===== src/rtl/icache_refill_ctrl.sv =====
// icache_refill_ctrl: instruction-cache refill controller.
// After reset or a flush, it sweeps every line to invalid. It then services
// one miss at a time: it issues a memory read request, waits for the
// response, and writes the line in a single cycle.
// Optional feature: define ICACHE_REFILL_TIMEOUT_EN to abort a fill when no
// response arrives within 255 WAIT cycles. An aborted fill pulses error and
// writes nothing.
module icache_refill_ctrl #(
  parameter  int CACHE_SIZE = 64,
  parameter  int LINE_SIZE  = 32,
  localparam int IDX_W      = $clog2(CACHE_SIZE),
  localparam int TAG_W      = 32 - IDX_W
) (
  input  logic                 clk,
  input  logic                 reset_n,
  input  logic                 miss_valid,
  input  logic [31:0]          miss_addr,
  output logic                 miss_ready,
  input  logic                 flush,
  output logic                 mem_req_valid,
  input  logic                 mem_req_ready,
  output logic [31:0]          mem_req_addr,
  input  logic                 mem_rsp_valid,
  input  logic [LINE_SIZE-1:0] mem_rsp_data,
  output logic                 fill_we,
  output logic [IDX_W-1:0]     fill_index,
  output logic [TAG_W-1:0]     fill_tag,
  output logic [LINE_SIZE-1:0] fill_data,
  output logic                 fill_valid,
  output logic                 done,
  output logic                 error,
  output logic                 busy
);

  typedef enum logic [2:0] {INIT, IDLE, REQ, WAIT, WRITE} state_t;

  state_t               state_q, state_d;
  logic [IDX_W-1:0]     cnt_q, cnt_d;
  logic                 pend_q, pend_d;
  logic [31:0]          addr_q, addr_d;
  logic [LINE_SIZE-1:0] data_q, data_d;

`ifdef ICACHE_REFILL_TIMEOUT_EN
  logic [7:0] tmo_q, tmo_d;

  // Timeout counter for the WAIT state.
  always_ff @(posedge clk or negedge reset_n) begin
    if (!reset_n) tmo_q <= '0;
    else          tmo_q <= tmo_d;
  end
`endif

  // State and datapath registers. The reset is asynchronous, so every output
  // that is decoded from these registers returns to its reset value at once.
  always_ff @(posedge clk or negedge reset_n) begin
    // NOTE: sequential state uses non-blocking assignments, so all registers
    // update together from the values they held before the clock edge.
    if (!reset_n) begin
      state_q <= INIT;
      cnt_q   <= '0;
      pend_q  <= 1'b0;
      addr_q  <= '0;
      data_q  <= '0;
    end else begin
      state_q <= state_d;
      cnt_q   <= cnt_d;
      pend_q  <= pend_d;
      addr_q  <= addr_d;
      data_q  <= data_d;
    end
  end

  assign mem_req_addr = addr_q;
  assign busy         = (state_q != IDLE);

  // Next-state, register-update and output decode.
  always_comb begin
    // NOTE: every signal gets a default value first. Without it, some branch
    // would leave a signal unassigned and synthesis would infer a latch.
    state_d       = state_q;
    cnt_d         = cnt_q;
    pend_d        = pend_q;
    addr_d        = addr_q;
    data_d        = data_q;
`ifdef ICACHE_REFILL_TIMEOUT_EN
    tmo_d         = tmo_q;
`endif
    miss_ready    = 1'b0;
    mem_req_valid = 1'b0;
    fill_we       = 1'b0;
    fill_valid    = 1'b0;
    fill_index    = '0;
    fill_tag      = '0;
    fill_data     = '0;
    done          = 1'b0;
    error         = 1'b0;

    unique case (state_q)
      INIT: begin
        // Write one invalid line per cycle, covering indices 0 through CACHE_SIZE-1.
        fill_we    = 1'b1;
        fill_index = cnt_q;
        cnt_d      = cnt_q + 1'b1;
        if (cnt_q == IDX_W'(CACHE_SIZE - 1)) state_d = IDLE;
      end
      IDLE: begin
        // A flush, new or pending, takes priority over any miss.
        if (flush || pend_q) begin
          state_d = INIT;
          cnt_d   = '0;
          pend_d  = 1'b0;
        end else begin
          miss_ready = 1'b1;
          if (miss_valid) begin
            addr_d  = miss_addr;
            state_d = REQ;
          end
        end
      end
      REQ: begin
        mem_req_valid = 1'b1;
        if (flush) pend_d = 1'b1;
        if (mem_req_ready) begin
          state_d = WAIT;
`ifdef ICACHE_REFILL_TIMEOUT_EN
          tmo_d   = '0;
`endif
        end
      end
      WAIT: begin
        if (flush) pend_d = 1'b1;
        if (mem_rsp_valid) begin
          data_d  = mem_rsp_data;
          state_d = WRITE;
        end
`ifdef ICACHE_REFILL_TIMEOUT_EN
        // The counter is still 254 on the 255th WAIT cycle; abort on that cycle.
        else if (tmo_q == 8'd254) begin
          error   = 1'b1;
          state_d = IDLE;
        end else begin
          tmo_d   = tmo_q + 8'd1;
        end
`endif
      end
      WRITE: begin
        fill_we    = 1'b1;
        fill_valid = 1'b1;
        fill_index = addr_q[IDX_W-1:0];
        fill_tag   = addr_q[31:IDX_W];
        fill_data  = data_q;
        done       = 1'b1;
        if (flush) pend_d = 1'b1;
        state_d    = IDLE;
      end
      default: state_d = INIT;
    endcase
  end

endmodule


===== config.mk =====
export PLATFORM = sky130hd
export DESIGN_NAME = icache_refill_ctrl
export DESIGN_NICKNAME = d
export VERILOG_FILES = /design/src/rtl/icache_refill_ctrl.sv
export SDC_FILE = /design/constraint.sdc
export NUM_CORES = 1
export LEC_CHECK = 0
export CAP_MARGIN = 25
export CELL_PAD_IN_SITES_DETAIL_PLACEMENT = 0
export CELL_PAD_IN_SITES_GLOBAL_PLACEMENT = 1
export CORE_MARGIN = 2
export CORE_UTILIZATION = 28
export DETAILED_ROUTE_END_ITERATION = 7
export GPL_TIMING_DRIVEN = 0
export PLACE_DENSITY = 0.79
export SLEW_MARGIN = 20
export SYNTH_ARGS = -nofsm -noshare
export SYNTH_HDL_FRONTEND = slang
export SYNTH_SLANG_ARGS = --single-unit
export TNS_END_PERCENT = 50

===== constraint.sdc =====
create_clock -name clk -period 1.4 [get_ports clk]
set_input_delay 0.28 -clock clk [delete_from_list [all_inputs] [get_ports clk]]
set_output_delay 0.28 -clock clk [all_outputs]
set_load 0.01 [all_outputs]

## Word-level counts from Yosys, hierarchy flattened

Cells that the tools add are included.

- Divide/modulo/power cells: 0
- Eq/ne operators: 12
- Reduce and logical (&&, ||, !) cells: 11
- Shifts and indexed selects: 0
- Magnitude comparators: 0
- Bitwise operators: 1
- $mul: 0
- Multiplexer cells: 19
- Add/sub/neg operators: 1

Operators by type and width:

| cell | number |
|---|---|
| 32-bit 2-to-1 mux | 1 |
| 26-bit 2-to-1 mux | 1 |
| 6-bit one-hot mux with 2 select lines | 2 |
| 3-bit 2-to-1 mux | 5 |
| 3-bit one-hot mux with 5 select lines | 1 |
| 2-bit inequality test (second input constant) | 4 |
| 1-bit 2-to-1 mux | 7 |
| 6-bit by 1-bit adder with 6-bit output (second input constant) | 1 |
| 3-bit by 2-bit == test with 1-bit output (second input constant) | 2 |
| 6-bit == test (second input constant) | 1 |
| 6-bit 2-to-1 mux | 1 |
| 3-bit AND reduction | 2 |
| 2-bit AND reduction | 2 |
| 4-bit AND reduction | 1 |
| 2-bit nonzero test | 2 |
| 3-bit by 1-bit == test with 1-bit output (second input constant) | 1 |
| 3-bit == test (second input constant) | 1 |
| 3-bit logical NOT | 1 |
| 3-bit by 1-bit inequality test with 1-bit output (second input constant) | 1 |
| 3-bit inequality test (second input constant) | 1 |
| 3-bit OR reduction | 1 |
| 2-bit by 1-bit inequality test with 1-bit output (second input constant) | 1 |
| 1-bit one-hot mux with 2 select lines | 1 |
| 2-bit OR reduction | 1 |
| other kinds (2) | 2 |

- Bits in writable memories: 0
- Memories kept: 0
- ROM bits: 0
- Register bits after elaboration: 74
- Input port bits: 70
- Output and inout port bits: 103
- Latch bits: 0
- Word-level logic and storage cells: 49

## Depth between registers and ports, before layout

Gate-level depths: netlist (run 1).

- Word-level depth: 4
- Depth in mapped cells: 6
- Gate-level depth less buffers: 4

## Least setup slack after synthesis (run 1)

No wires, ideal clock.

- Path type: reg2out
- Start point: reg state_q[0]
- End point: out fill_data[10]
- Path buffers: 2
- Setup slack: -0.168 ns
- Cell stages (with the launch flop): 6
- Required time: 1.120 ns
- Arrival time: 1.288 ns
- Path through: dfrtp_1 > or2_1 > buf_2 > inv_1 > clkbuf_1 > and3_1

- Cells in the longest elaborated chain, start to end: 2

RTL lines:

| item | RTL line | RTL |
|---|---|---|
| from (decl) | 37 | `state_t state_q, state_d;` |
| from (signal assigned) | 65 | `state_q <= state_d;` |
| 3-bit == test | 98 | `unique case (state_q)` |
| 32-bit 2-to-1 mux | 98 |  |
| to (decl) | 28 | `output logic [LINE_SIZE-1:0] fill_data,` |

No other way between the ends.

## Worst setup path after layout (run 1)

- Start point: reg state_q[1]
- End point: out fill_valid

- Cells in the longest elaborated chain, start to end: 2

RTL lines:

| item | RTL line | RTL |
|---|---|---|
| 3-bit == test | 98 |  |
| 1-bit 2-to-1 mux | 98 |  |
| to (decl) | 29 | `output logic fill_valid,` |

No other way between the ends.

==> impl_metrics.env, run 1 <==
export IMPL_layout_area_seq_um2=1850
export IMPL_post_route_cell_area_um2=6990
export IMPL_fmaxAchievable_mhz=513
export IMPL_cellInternalPower_mw=8.71
export IMPL_post_route_drc_count=0
export IMPL_slew_viol_final=0
export IMPL_setup_worst_path_start="state_q[1]"
export IMPL_netlist_top_cells_count="sky130_fd_sc_hd__dfrtp_1 (74), sky130_fd_sc_hd__and3_1 (60), sky130_fd_sc_hd__mux2_2 (35)"
export IMPL_dieArea_um2=13800
export IMPL_synth_most_common_cell="sky130_fd_sc_hd__dfrtp_1"
export IMPL_area_used_by_multi_input_combinational_logic_um2=2000
export IMPL_grt_first_pass_wirelength_um=18700
export IMPL_place_hpwl_um=7920
export IMPL_ys_warn_count=0
export IMPL_layout_filler_cells=1090
export IMPL_violations_in_the_final_reports="negative setup slack"
export IMPL_clk_pin_slew_worst_paths_ps=60
export IMPL_post_synth_top_area_fraction_pct=51.3
export IMPL_worstSetupEndpoint="fill_valid"
export IMPL_die_extent_in_x_um=118
export IMPL_antenna_violations_before_repair=0
export IMPL_tritoncts_num_buffers=9
export IMPL_numPortBuffers=171
export IMPL_number_of_global_route_vias_before_repair=3250
export IMPL_yosys_cell_types_count=37
export IMPL_cts_root_buffer="sky130_fd_sc_hd__clkbuf_16"
export IMPL_global_route_overflow_total=0
export IMPL_core_area_um2=12600
export IMPL_grt_total_usage_pct=17.2
export IMPL_synth_top_family_by_area="multiplexers"
export IMPL_synth_main_ff_cell="sky130_fd_sc_hd__dfrtp_1"
export IMPL_drive_gt1_share_pct=57.0
export IMPL_cpPeakStageDelay_ps=390
export IMPL_cp_common_cell="sky130_fd_sc_hd__buf_6"
export IMPL_detail_route_iter0_violations=141
export IMPL_ys_seq_elements=74
export IMPL_start_kind="register"
export IMPL_path_delay_family="buffers and inverters"
export IMPL_drt_vias_per_instance=4.53
export IMPL_drt_wirelength_per_cell_um=17.4
export IMPL_layout_worst_path_cycle_share_pct=139
export IMPL_fin_worst_skew_ps=5.49
export IMPL_synth_net_count=354
export IMPL_synth_xor_area_share_pct=0
export IMPL_worstReg2RegEnd="mem_req_addr[29]"
export IMPL_floorplan_io_pins=173
export IMPL_synth_edf_count=0
export IMPL_antennaDiodeCount=0
export IMPL_outcome="finished, violations left"
export IMPL_report_final_setup_viol=138
export IMPL_wirelength_um=11800
export IMPL_antenna_violating_nets_post_route=0
export IMPL_power_switching_fraction_pct=31.8
export IMPL_holdCritPathClass="in2async"
export IMPL_yosysSeqAreaShare_pct=51.3
export IMPL_area_delta_synth_final_pct=93.8
export IMPL_finalNonFillerCells=681
export IMPL_detailed_place_area_um2=5910
export IMPL_site_rows=41
export IMPL_cts_tree="done"
export IMPL_max_slew_margin_rel_pct=60.1
export IMPL_clock_latency_ps=330
export IMPL_crit_chain="or2_1, buf_6, buf_6, buf_6, nor2_4, buf_6, buf_6"
export IMPL_cp_arrival_ps=1670
export IMPL_power_frac_clock_pct=22.3
export IMPL_cp_end_kind="primary output"
export IMPL_drt_pass1_iterations=4
export IMPL_floorplan_initialDensity_pct=28.6
export IMPL_power_ir_vdd_worst_mv=0.936
export IMPL_timing_critical_path_required_ps=1120
export IMPL_crit_buf_inv=5
export IMPL_globalplace_congestion=0.775
export IMPL_final_setup_worst_slack_ps=-548
export IMPL_routed_via_count=3087
export IMPL_synth_area_um2=3610
export IMPL_p_per_area_nw_per_um2=1830
export IMPL_power_switching_mw=4.07
export IMPL_yosysTopAreaCell="sky130_fd_sc_hd__dfrtp_1"
export IMPL_grt_start_max_net_pins=45
export IMPL_synth_simple_area_share_pct=15.5
export IMPL_post_synth_main_area_contributors="sky130_fd_sc_hd__dfrtp_1 (51%), sky130_fd_sc_hd__mux2_4 (12%), sky130_fd_sc_hd__mux2_2 (11%), sky130_fd_sc_hd__and3_1 (10%), sky130_fd_sc_hd__mux2i_1 (2.2%)"
export IMPL_final_nets=575
export IMPL_final_core_utilization_pct=55.4
export IMPL_r2r_worst_path_cells=8
export IMPL_worst_slew_pin_slew_ps=598
export IMPL_post_synth_inst_count=283
export IMPL_setup_total_negative_slack_ps=-49270
export IMPL_cts_root_to_sink_buffers=2
export IMPL_worstSetupPathDepth=7
export IMPL_combinationalPowerShare_pct=46.9
export IMPL_critPathMaxFanout=3
export IMPL_cts_htree_levels=3
export IMPL_total_leakage_power_nw=3.33
export IMPL_rrSetupSlack_ps=-350
export IMPL_proportion_of_register_bits_with_asynchronous_set_or_reset_after_synthesis_pct=100
export IMPL_crit_path_top_delay_cell="sky130_fd_sc_hd__dfrtp_1"
export IMPL_max_cap_viol_count=0
export IMPL_synth_area_per_cell_um2=12.8
export IMPL_worst_setup_path_type="reg2out"
export IMPL_die_y_um=118
export IMPL_post_synth_fa_ha_maj_area_fraction_pct=0.347
export IMPL_synth_mux_area_fraction_pct=25.6
export IMPL_finalCriticalPeriod_ps=1950
export IMPL_grt_setup_unrepaired="yes"
export IMPL_final_hold_violation_count=0
export IMPL_synth_area_in_compound_gates_pct=2.91
export IMPL_worstReg2RegStart="state_q[2]"
export IMPL_post_place_cells=627
export IMPL_clock_sinks=74
export IMPL_p_seq_share_pct=30.8
state kept, by name, indices dropped and copies added (netlist names):
register and cells:
cnt_q 6, data_q 32, mem_req_addr 32, pend_q 1
state_q 3
power groups by stage:
stage / sequential (mW) / combinational, mW / clock (mW)
after floorplan: 3.99 / 2.53 / 0
after global placement: 3.92 / 4.74 / 0
after detailed placement: 3.98 / 4.80 / 0
after CTS: 3.93 / 5.65 / 2.91
after global routing: 4.08 / 6.43 / 3.03
final: 3.94 / 5.99 / 2.86
kinds of logic after synthesis:
| family | count (synthesis) |
|---|---|
| buffers and inverters | 30 |
| AO/OA/AOI/OAI | 14 |
| adder cells (fa/ha/maj) | 1 |
| other | 1 |
| flip-flops | 74 |
| AND/OR/NAND/NOR | 90 |
| multiplexers | 73 |
layout make-up:
class | instances | share of cell area [%]
inverters | 5 | 0.447
multi-input cells | 179 | 28.7
clock inverters | 5 | 1.79
repair inverters | 1 | 0.161
repair buffers | 209 | 31.1
well taps | 172 | 3.08
clock buffers | 11 | 3.47
plain buffers | 25 | 4.85
flip-flops and latches | 74 | 26.5
how the worst min path moves through the flow:
stage / startpoint / to / slack, ps / cells past startpoint
2_1_floorplan: reset_n / cnt_q[0] / -20 / 0
3_3_place_gp: data_q[11] / data_q[11] / 490 / 1
3_5_place_dp: reset_n / mem_req_addr[27] / 330 / 1
4_1_cts: data_q[9] / data_q[9] / 510 / 1
5_1_grt: data_q[25] / data_q[25] / 510 / 1
6_report: reset_n / mem_req_addr[30] / 510 / 2
layout by cell type (no fill, tap or decap), types with 3 or more instances in the layout:
| cell | synthesis | final |
|---|---|---|
| sky130_fd_sc_hd__inv_1 | 5 | 4 |
| sky130_fd_sc_hd__and3_4 | 0 | 58 |
| sky130_fd_sc_hd__clkdlybuf4s50_1 | 0 | 68 |
| sky130_fd_sc_hd__buf_6 | 3 | 81 |
| sky130_fd_sc_hd__nand3b_1 | 3 | 3 |
| sky130_fd_sc_hd__nor3_1 | 3 | 3 |
| sky130_fd_sc_hd__clkbuf_8 | 0 | 5 |
| sky130_fd_sc_hd__mux2_2 | 35 | 29 |
| sky130_fd_sc_hd__mux2_4 | 30 | 36 |
| sky130_fd_sc_hd__buf_2 | 8 | 7 |
| sky130_fd_sc_hd__nor2_4 | 0 | 4 |
| sky130_fd_sc_hd__buf_12 | 0 | 4 |
| sky130_fd_sc_hd__dlygate4sd2_1 | 0 | 32 |
| sky130_fd_sc_hd__buf_8 | 0 | 6 |
| sky130_fd_sc_hd__a21oi_1 | 3 | 3 |
| sky130_fd_sc_hd__mux2i_1 | 8 | 6 |
| sky130_fd_sc_hd__nor2_2 | 1 | 4 |
| sky130_fd_sc_hd__bufinv_16 | 0 | 4 |
| sky130_fd_sc_hd__buf_4 | 2 | 17 |
| sky130_fd_sc_hd__clkbuf_4 | 0 | 3 |
| sky130_fd_sc_hd__nand2_1 | 3 | 3 |
| sky130_fd_sc_hd__dfrtp_1 | 74 | 74 |
| sky130_fd_sc_hd__clkbuf_16 | 0 | 15 |
| sky130_fd_sc_hd__o2bb2ai_1 | 3 | 3 |
layer usage:
layer  vias up  GRT usage [%]  routed length (um)  part of all wire, %
li1       1458              -                   -                    -
met1      1525           22.2                5090                   43
met2        93           29.6                6150                   52
met3        11           3.59                 478                  4.0
met4         0           4.22                 106                 0.90
met5         -              0                   0                    0
repair_timing:
action | in CTS | in global routing
gates cloned | 8 | 2
buffers inserted | 18 | 11
setup endpoints to repair | 167 | 143
pin swaps | 4 | 7
hold buffers | 1 | 0
resized for setup | 428 | 36
hold endpoints to repair | 43 | 0
through the flow:
stage                     worst slack, ps  hold WS, ps  total power [mW]
after global routing                 -588          513              13.5
final                                -548          506              12.8
after global placement              -2730          487              8.66
after detailed placement             -849          333              8.78
after CTS                            -601          507              12.5
after floorplan                     -45.4        -15.6              6.52
Note: power is estimated with default switching activity, not from simulation.
==> inputs of run 2 (changes only) <==
- ABC_AREA: default -> 1
- CORE_UTILIZATION: 28 -> 29
- PLACE_DENSITY: 0.79 -> 0.82
- clock period: 1.4 -> 2.04 ns (I/O delays scaled with it)
==> run 2 against run 1 <==
Worst hold slack got worse by 480 ps. Flip-flop and latch count is the same. Area after synthesis rose by 5.7%. Combinational power fell by 51%. The flow still finishes with violations (negative setup slack). Die area is 2.0% higher. Cell count up 24%.
==> impl_metrics.env, run 2 <==
export IMPL_clk_pin_slew_worst_paths_ps=60
export IMPL_cts_hold_fix_buffers=0
export IMPL_cts_htree_levels=3
export IMPL_max_cap_viol_count=0
export IMPL_grt_use_met3_pct=3.57
export IMPL_post_synth_main_area_contributors="sky130_fd_sc_hd__dfrtp_1 (49%), sky130_fd_sc_hd__nand2_1 (12%), sky130_fd_sc_hd__inv_1 (6.9%), sky130_fd_sc_hd__nor2_4 (6.2%), sky130_fd_sc_hd__nand3_1 (5.1%)"
export IMPL_synth_edf_count=0
export IMPL_globalplace_congestion=0.746
export IMPL_crit_chain="inv_2, nand2_4, nor2_8, inv_4, buf_12, buf_16, buf_12, buf_6, nor2_4, buf_6"
export IMPL_floorplan_initialDensity_pct=30.0
export IMPL_netlist_top_cells_count="sky130_fd_sc_hd__nand2_1 (120), sky130_fd_sc_hd__dfrtp_1 (74), sky130_fd_sc_hd__inv_1 (70)"
export IMPL_global_route_overflow_total=0
export IMPL_fin_worst_skew_ps=5.17
export IMPL_cellInternalPower_mw=4.84
export IMPL_ys_seq_elements=74
export IMPL_power_ir_vdd_worst_mv=0.430
export IMPL_layout_filler_cells=1303
export IMPL_p_seq_share_pct=35.2
export IMPL_clock_sinks=74
export IMPL_cts_root_to_sink_buffers=2
export IMPL_report_final_setup_viol=4
export IMPL_p_per_area_nw_per_um2=1200
export IMPL_holdCritPathClass="in2async"
export IMPL_grt_total_usage_pct=16.3
export IMPL_routed_via_count=3658
export IMPL_synth_area_per_cell_um2=8.17
export IMPL_post_synth_top_area_fraction_pct=48.5
export IMPL_finalCriticalPeriod_ps=2150
export IMPL_critPathMaxFanout=5
export IMPL_die_extent_in_x_um=119
export IMPL_site_rows=41
export IMPL_cpPeakStageDelay_ps=440
export IMPL_final_nets=741
export IMPL_outcome="finished, violations left"
export IMPL_slew_viol_final=0
export IMPL_wirelength_um=11200
export IMPL_final_setup_worst_slack_ps=-106
export IMPL_antenna_violating_nets_post_route=0
export IMPL_area_delta_synth_final_pct=62.4
export IMPL_cts_root_buffer="sky130_fd_sc_hd__clkbuf_16"
export IMPL_drive_gt1_share_pct=24.9
export IMPL_gr_max_usage_layer="met2"
export IMPL_number_of_global_route_vias_before_repair=3697
export IMPL_post_route_drc_count=0
export IMPL_total_leakage_power_nw=3.13
export IMPL_yosysSeqAreaShare_pct=48.5
export IMPL_drt_wirelength_per_cell_um=13.2
export IMPL_power_frac_clock_pct=25.1
export IMPL_synth_area_um2=3810
export IMPL_fmaxAchievable_mhz=466
export IMPL_worstReg2RegStart="state_q[1]"
export IMPL_start_kind="register"
export IMPL_antennaDiodeCount=0
export IMPL_power_switching_mw=2.57
export IMPL_grt_start_max_net_pins=42
export IMPL_power_switching_fraction_pct=34.7
export IMPL_yosys_cell_types_count=26
export IMPL_drt_vias_per_instance=4.32
export IMPL_combinationalPowerShare_pct=39.7
export IMPL_global_route_usage_met2_pct=27.7
export IMPL_numPortBuffers=170
export IMPL_place_hpwl_um=8380
export IMPL_setup_total_negative_slack_ps=-170
export IMPL_synth_net_count=538
export IMPL_cts_tree="done"
export IMPL_crit_path_top_delay_cell="sky130_fd_sc_hd__dfrtp_2"
export IMPL_clock_latency_ps=330
export IMPL_final_hold_violation_count=0
export IMPL_tritoncts_num_buffers=9
export IMPL_grt_first_pass_wirelength_um=18500
export IMPL_core_area_um2=12700
export IMPL_cp_arrival_ps=1740
export IMPL_synth_most_common_cell="sky130_fd_sc_hd__nand2_1"
export IMPL_timing_critical_path_required_ps=1630
export IMPL_post_synth_inst_count=467
export IMPL_post_layout_total_power_mw=7.41
export IMPL_antenna_violations_before_repair=0
export IMPL_yosysTopAreaCell="sky130_fd_sc_hd__dfrtp_1"
export IMPL_grt_setup_unrepaired="yes"
export IMPL_cp_end_kind="primary output"
export IMPL_most_common_layout_cells="sky130_fd_sc_hd__nand2_1 (120), sky130_fd_sc_hd__clkdlybuf4s50_1 (99), sky130_fd_sc_hd__dfrtp_1 (71)"
export IMPL_layout_worst_path_cycle_share_pct=105
export IMPL_die_y_um=119
export IMPL_proportion_of_register_bits_with_asynchronous_set_or_reset_after_synthesis_pct=100
export IMPL_synth_main_ff_cell="sky130_fd_sc_hd__dfrtp_1"
export IMPL_ys_warn_count=0
export IMPL_drt_pass1_iterations=4
export IMPL_commonest_non_fill_non_tap_cell_in_the_layout="sky130_fd_sc_hd__nand2_1"
export IMPL_violations_in_the_final_reports="negative setup slack"
export IMPL_detail_route_iter0_violations=202
export IMPL_floorplan_io_pins=173
export IMPL_worst_setup_path_type="reg2out"
export IMPL_setup_worst_path_start="state_q[1]"
export IMPL_dieArea_um2=14100
export IMPL_global_routing_usage_on_met1_pct=20.9
[run 2: cell count changes after synthesis, sizes merged, moves of 36 or more]
cell / previous run / this run
inv: 5 / 76
nor2: 8 / 73
o21ai: 1 / 43
nand3: 3 / 39
nand2: 3 / 124
and3: 60 / 0
mux2: 65 / 0
[run 2: metrics by stage]
stage                     area, um2  setup slack (ps)  std cells  hold slack [ps]  utilization (%)
after floorplan                3810               376        467              112                -
after global placement         5730             -2040        809              481             45.1
after detailed placement       5750              -391        810              388             45.2
after CTS                      6120              -195        840             34.7             48.1
after global routing           6190              -162        847             56.7             48.7
final                          6190              -106        847             29.8             48.7
[run 2: final timing paths]
check	to	depth (start not counted)	slack [ps]
min in group clk	mem_req_addr[1]	3	420
worst min-delay path	data_q[4]	1	30
max in group asynchronous	state_q[0]	2	1410
worst min register to register	mem_req_addr[27]	2	500
worst max register to register	mem_req_addr[4]	11	430
worst max-delay path	fill_tag[23]	10	-110
[run 2: critical path, delay by kind of cell, from the launching register on]
kind / cells / cell delay, ps
flops: 1 / 440
simple gates: 3 / 230
buf+inv: 7 / 740
[run 2: layer usage]
metal	part of all wire, %	wire (um)
met4	0.87	97
met5	0	0
met2	49	5490
met3	4.9	550
met1	45	5050
[run 2: repair_timing]
item | 4_1_cts | 5_1_grt
pin swaps | 3 | 4
setup endpoints to repair | 69 | 58
gates cloned | 1 | 0
buffers inserted | 13 | 9
resized for setup | 298 | 15
[run 2: logic make-up (layout without fill, tap and decap cells)]
| logic type | Yosys count | in the layout | synth area share (%) |
|---|---|---|---|
| and+or+nand+nor | 241 | 241 | 30.5 |
| buffers and inverters | 102 | 310 | 14.1 |
| DFF | 74 | 74 | 48.5 |
| AOI/OAI and AO/OA | 48 | 48 | 6.43 |
| adders and majority gates | 1 | 1 | 0.328 |
| other | 1 | 1 | 0.0983 |
[run 2: power groups by stage]
stage / Clock, mW / Combinational [mW] / Sequential [mW]
after global placement: 0 / 2.77 / 2.62
after floorplan: 0 / 1.38 / 2.69
final: 1.86 / 2.94 / 2.61
after global routing: 1.96 / 3.29 / 2.70
after CTS: 1.90 / 2.95 / 2.61
after detailed placement: 0 / 2.85 / 2.64
[run 2: layout make-up]
cell class                 count  area (um2)  area share, %
buffer                        25         272           4.38
clock inverter                 4        97.6           1.58
multi-input combinational    291        1450           23.4
clock buffer                  12         256           4.14
timing repair buffer         193        1750           28.3
inverter                      76         295           4.77
tap                          172         215           3.47
sequential                    74        1860           30.0
==> inputs of run 3 (changes only) <==
- CORE_ASPECT_RATIO: default -> 0.9
==> run 3 against run 2 <==
The run now ends clean. Clock skew fell by 1.3 ps. Flip-flop and latch count unchanged. Utilization shrank 1.5 points. Sequential share of layout area is 0.80 points higher. Cell area decreased by 2.6%.
==> impl_metrics.env, run 3 (synthesized netlist as in run 2, its figures left out) <==
export IMPL_outcome="finished, final reports clean"
export IMPL_cp_arrival_ps=1590
export IMPL_core_area_um2=12800
export IMPL_cts_root_buffer="sky130_fd_sc_hd__clkbuf_16"
export IMPL_grt_first_pass_wirelength_um=18000
export IMPL_r2r_worst_path_cells=11
export IMPL_floorplan_initialDensity_pct=29.8
export IMPL_timing_critical_path_required_ps=1630
export IMPL_number_of_global_route_vias_before_repair=3628
export IMPL_wirelength_um=11100
export IMPL_grt_total_usage_pct=15.6
export IMPL_place_hpwl_um=8280
export IMPL_crit_path_top_delay_cell="sky130_fd_sc_hd__dfrtp_2"
export IMPL_final_core_utilization_pct=47.2
export IMPL_globalplace_congestion=0.789
export IMPL_final_nets=731
export IMPL_die_extent_in_x_um=125
export IMPL_most_common_layout_cells="sky130_fd_sc_hd__nand2_1 (119), sky130_fd_sc_hd__clkdlybuf4s50_1 (99), sky130_fd_sc_hd__dfrtp_1 (71)"
export IMPL_p_per_area_nw_per_um2=1190
export IMPL_antenna_violating_nets_post_route=0
export IMPL_dieArea_um2=14100
export IMPL_area_used_by_multi_input_combinational_logic_um2=1460
export IMPL_slew_viol_final=0
export IMPL_rrSetupSlack_ps=460
export IMPL_area_delta_synth_final_pct=58.2
export IMPL_commonest_non_fill_non_tap_cell_in_the_layout="sky130_fd_sc_hd__nand2_1"
export IMPL_worstReg2RegStart="state_q[1]"
export IMPL_drive_gt1_share_pct=22.4
export IMPL_clock_latency_ps=330
export IMPL_clk_pin_slew_worst_paths_ps=60
export IMPL_max_cap_viol_count=0
export IMPL_crit_chain="inv_2, nand2_4, nor2_8, inv_6, buf_12, clkbuf_16, nor2_4, buf_2"
export IMPL_drt_pass1_iterations=4
export IMPL_clock_sinks=74
export IMPL_report_final_setup_viol=0
export IMPL_floorplan_io_pins=173
export IMPL_cts_tree="done"
export IMPL_routed_via_count=3564
export IMPL_power_ir_vdd_worst_mv=0.519
export IMPL_final_hold_violation_count=0
export IMPL_fin_worst_skew_ps=3.90
export IMPL_drt_vias_per_instance=4.30
export IMPL_grt_start_max_net_pins=40
export IMPL_cp_end_kind="primary output"
export IMPL_finalNonFillerCells=828
export IMPL_detail_route_iter0_violations=109
export IMPL_site_rows=39
export IMPL_fmaxAchievable_mhz=502
export IMPL_finalCriticalPeriod_ps=1990
export IMPL_numPortBuffers=170
export IMPL_tritoncts_num_buffers=9
export IMPL_cts_htree_levels=3
export IMPL_worst_setup_path_type="reg2out"
export IMPL_cpPeakStageDelay_ps=420
export IMPL_layout_worst_path_cycle_share_pct=97.7
export IMPL_post_place_cells=802
export IMPL_critPathMaxFanout=6
export IMPL_antenna_violations_before_repair=0
export IMPL_drt_wirelength_per_cell_um=13.3
export IMPL_post_layout_total_power_mw=7.18
export IMPL_total_leakage_power_nw=3.03
export IMPL_global_route_overflow_total=0
export IMPL_worstReg2RegEnd="mem_req_addr[2]"
export IMPL_post_route_drc_count=0
export IMPL_final_hold_worst_slack_ps=37.1
export IMPL_layout_area_seq_um2=1860
export IMPL_start_kind="register"
export IMPL_die_y_um=113
export IMPL_layout_filler_cells=1307
export IMPL_antennaDiodeCount=0
export IMPL_holdCritPathClass="in2async"
export IMPL_cts_root_to_sink_buffers=2
[run 3: cell types whose count changed in the layout (fill, tap and decap cells not counted), moves of 3 or more]
cell                              previous run  this run
sky130_fd_sc_hd__buf_12                      5         2
sky130_fd_sc_hd__buf_2                      44        27
sky130_fd_sc_hd__buf_4                      22        17
sky130_fd_sc_hd__buf_6                      34        16
sky130_fd_sc_hd__clkbuf_2                    1        19
sky130_fd_sc_hd__clkdlybuf4s15_1             0        10
sky130_fd_sc_hd__clkinv_2                    0         3
[run 3: worst max path at each step]
stage                     depth (start not counted)       endpoint        from  slack [ps]
after floorplan                                   4  fill_index[0]  state_q[1]         380
after global placement                            1       cnt_q[0]     reset_n       -2090
after detailed placement                          6     miss_ready       flush        -380
after CTS                                         4  mem_req_valid  state_q[2]        -100
after global routing                              8    fill_tag[6]  state_q[0]         -10
final                                             8    fill_tag[6]  state_q[0]          50
[run 3: final cells by class]
class,count,share of cell area [%]
tap,164,3.40
buffer,26,4.56
sequential,74,30.8
timing repair buffer,182,27.0
clock inverter,6,1.37
multi-input combinational,291,24.2
clock buffer,9,3.73
inverter,76,5.02
[run 3: power breakdown]
part	switching, mW	leakage [nW]	internal [mW]	total [mW]
Sequential	0.440	0.882	2.18	2.62
Combinational	1.53	2.00	1.39	2.92
Clock	0.587	0.151	1.06	1.64
[run 3: layer usage]
metal / track usage [%] / share of wire (%) / vias to the layer above
met2: 25.9 / 47 / 115
met5: 0 / 0 / -
met4: 4.59 / 1.1 / 0
met3: 3.03 / 5.2 / 12
met1: 21.0 / 47 / 1639
li1: - / - / 1798
[run 3: worst max-delay path, delay by kind of cell, from the launching register on]
| family | cells | cell delay [ps] |
|---|---|---|
| buffers and inverters | 5 | 590 |
| flip-flops | 1 | 420 |
| AND/OR/NAND/NOR | 3 | 240 |
[run 3: metrics by stage]
step,setup TNS (ps),setup slack (ps),cell area (um2)
finish,0,46.5,6030
global route,-92.9,-11.4,6030
CTS,-588,-97.5,6030
detailed placement,-7380,-383,5740
global placement,-161360,-2090,5720
floorplan,0,376,3810
[run 3: timing repair]
| item | 4_1_cts | 5_1_grt |
|---|---|---|
| hold buffers | 0 | 0 |
| endpoints found under the setup margin | 68 | 63 |
| gates resized for setup | 192 | 64 |
| pin swaps | 1 | 4 |
| endpoints found under the hold margin | 0 | 0 |
| buffers inserted | 6 | 3 |
| cloned | 0 | 2 |
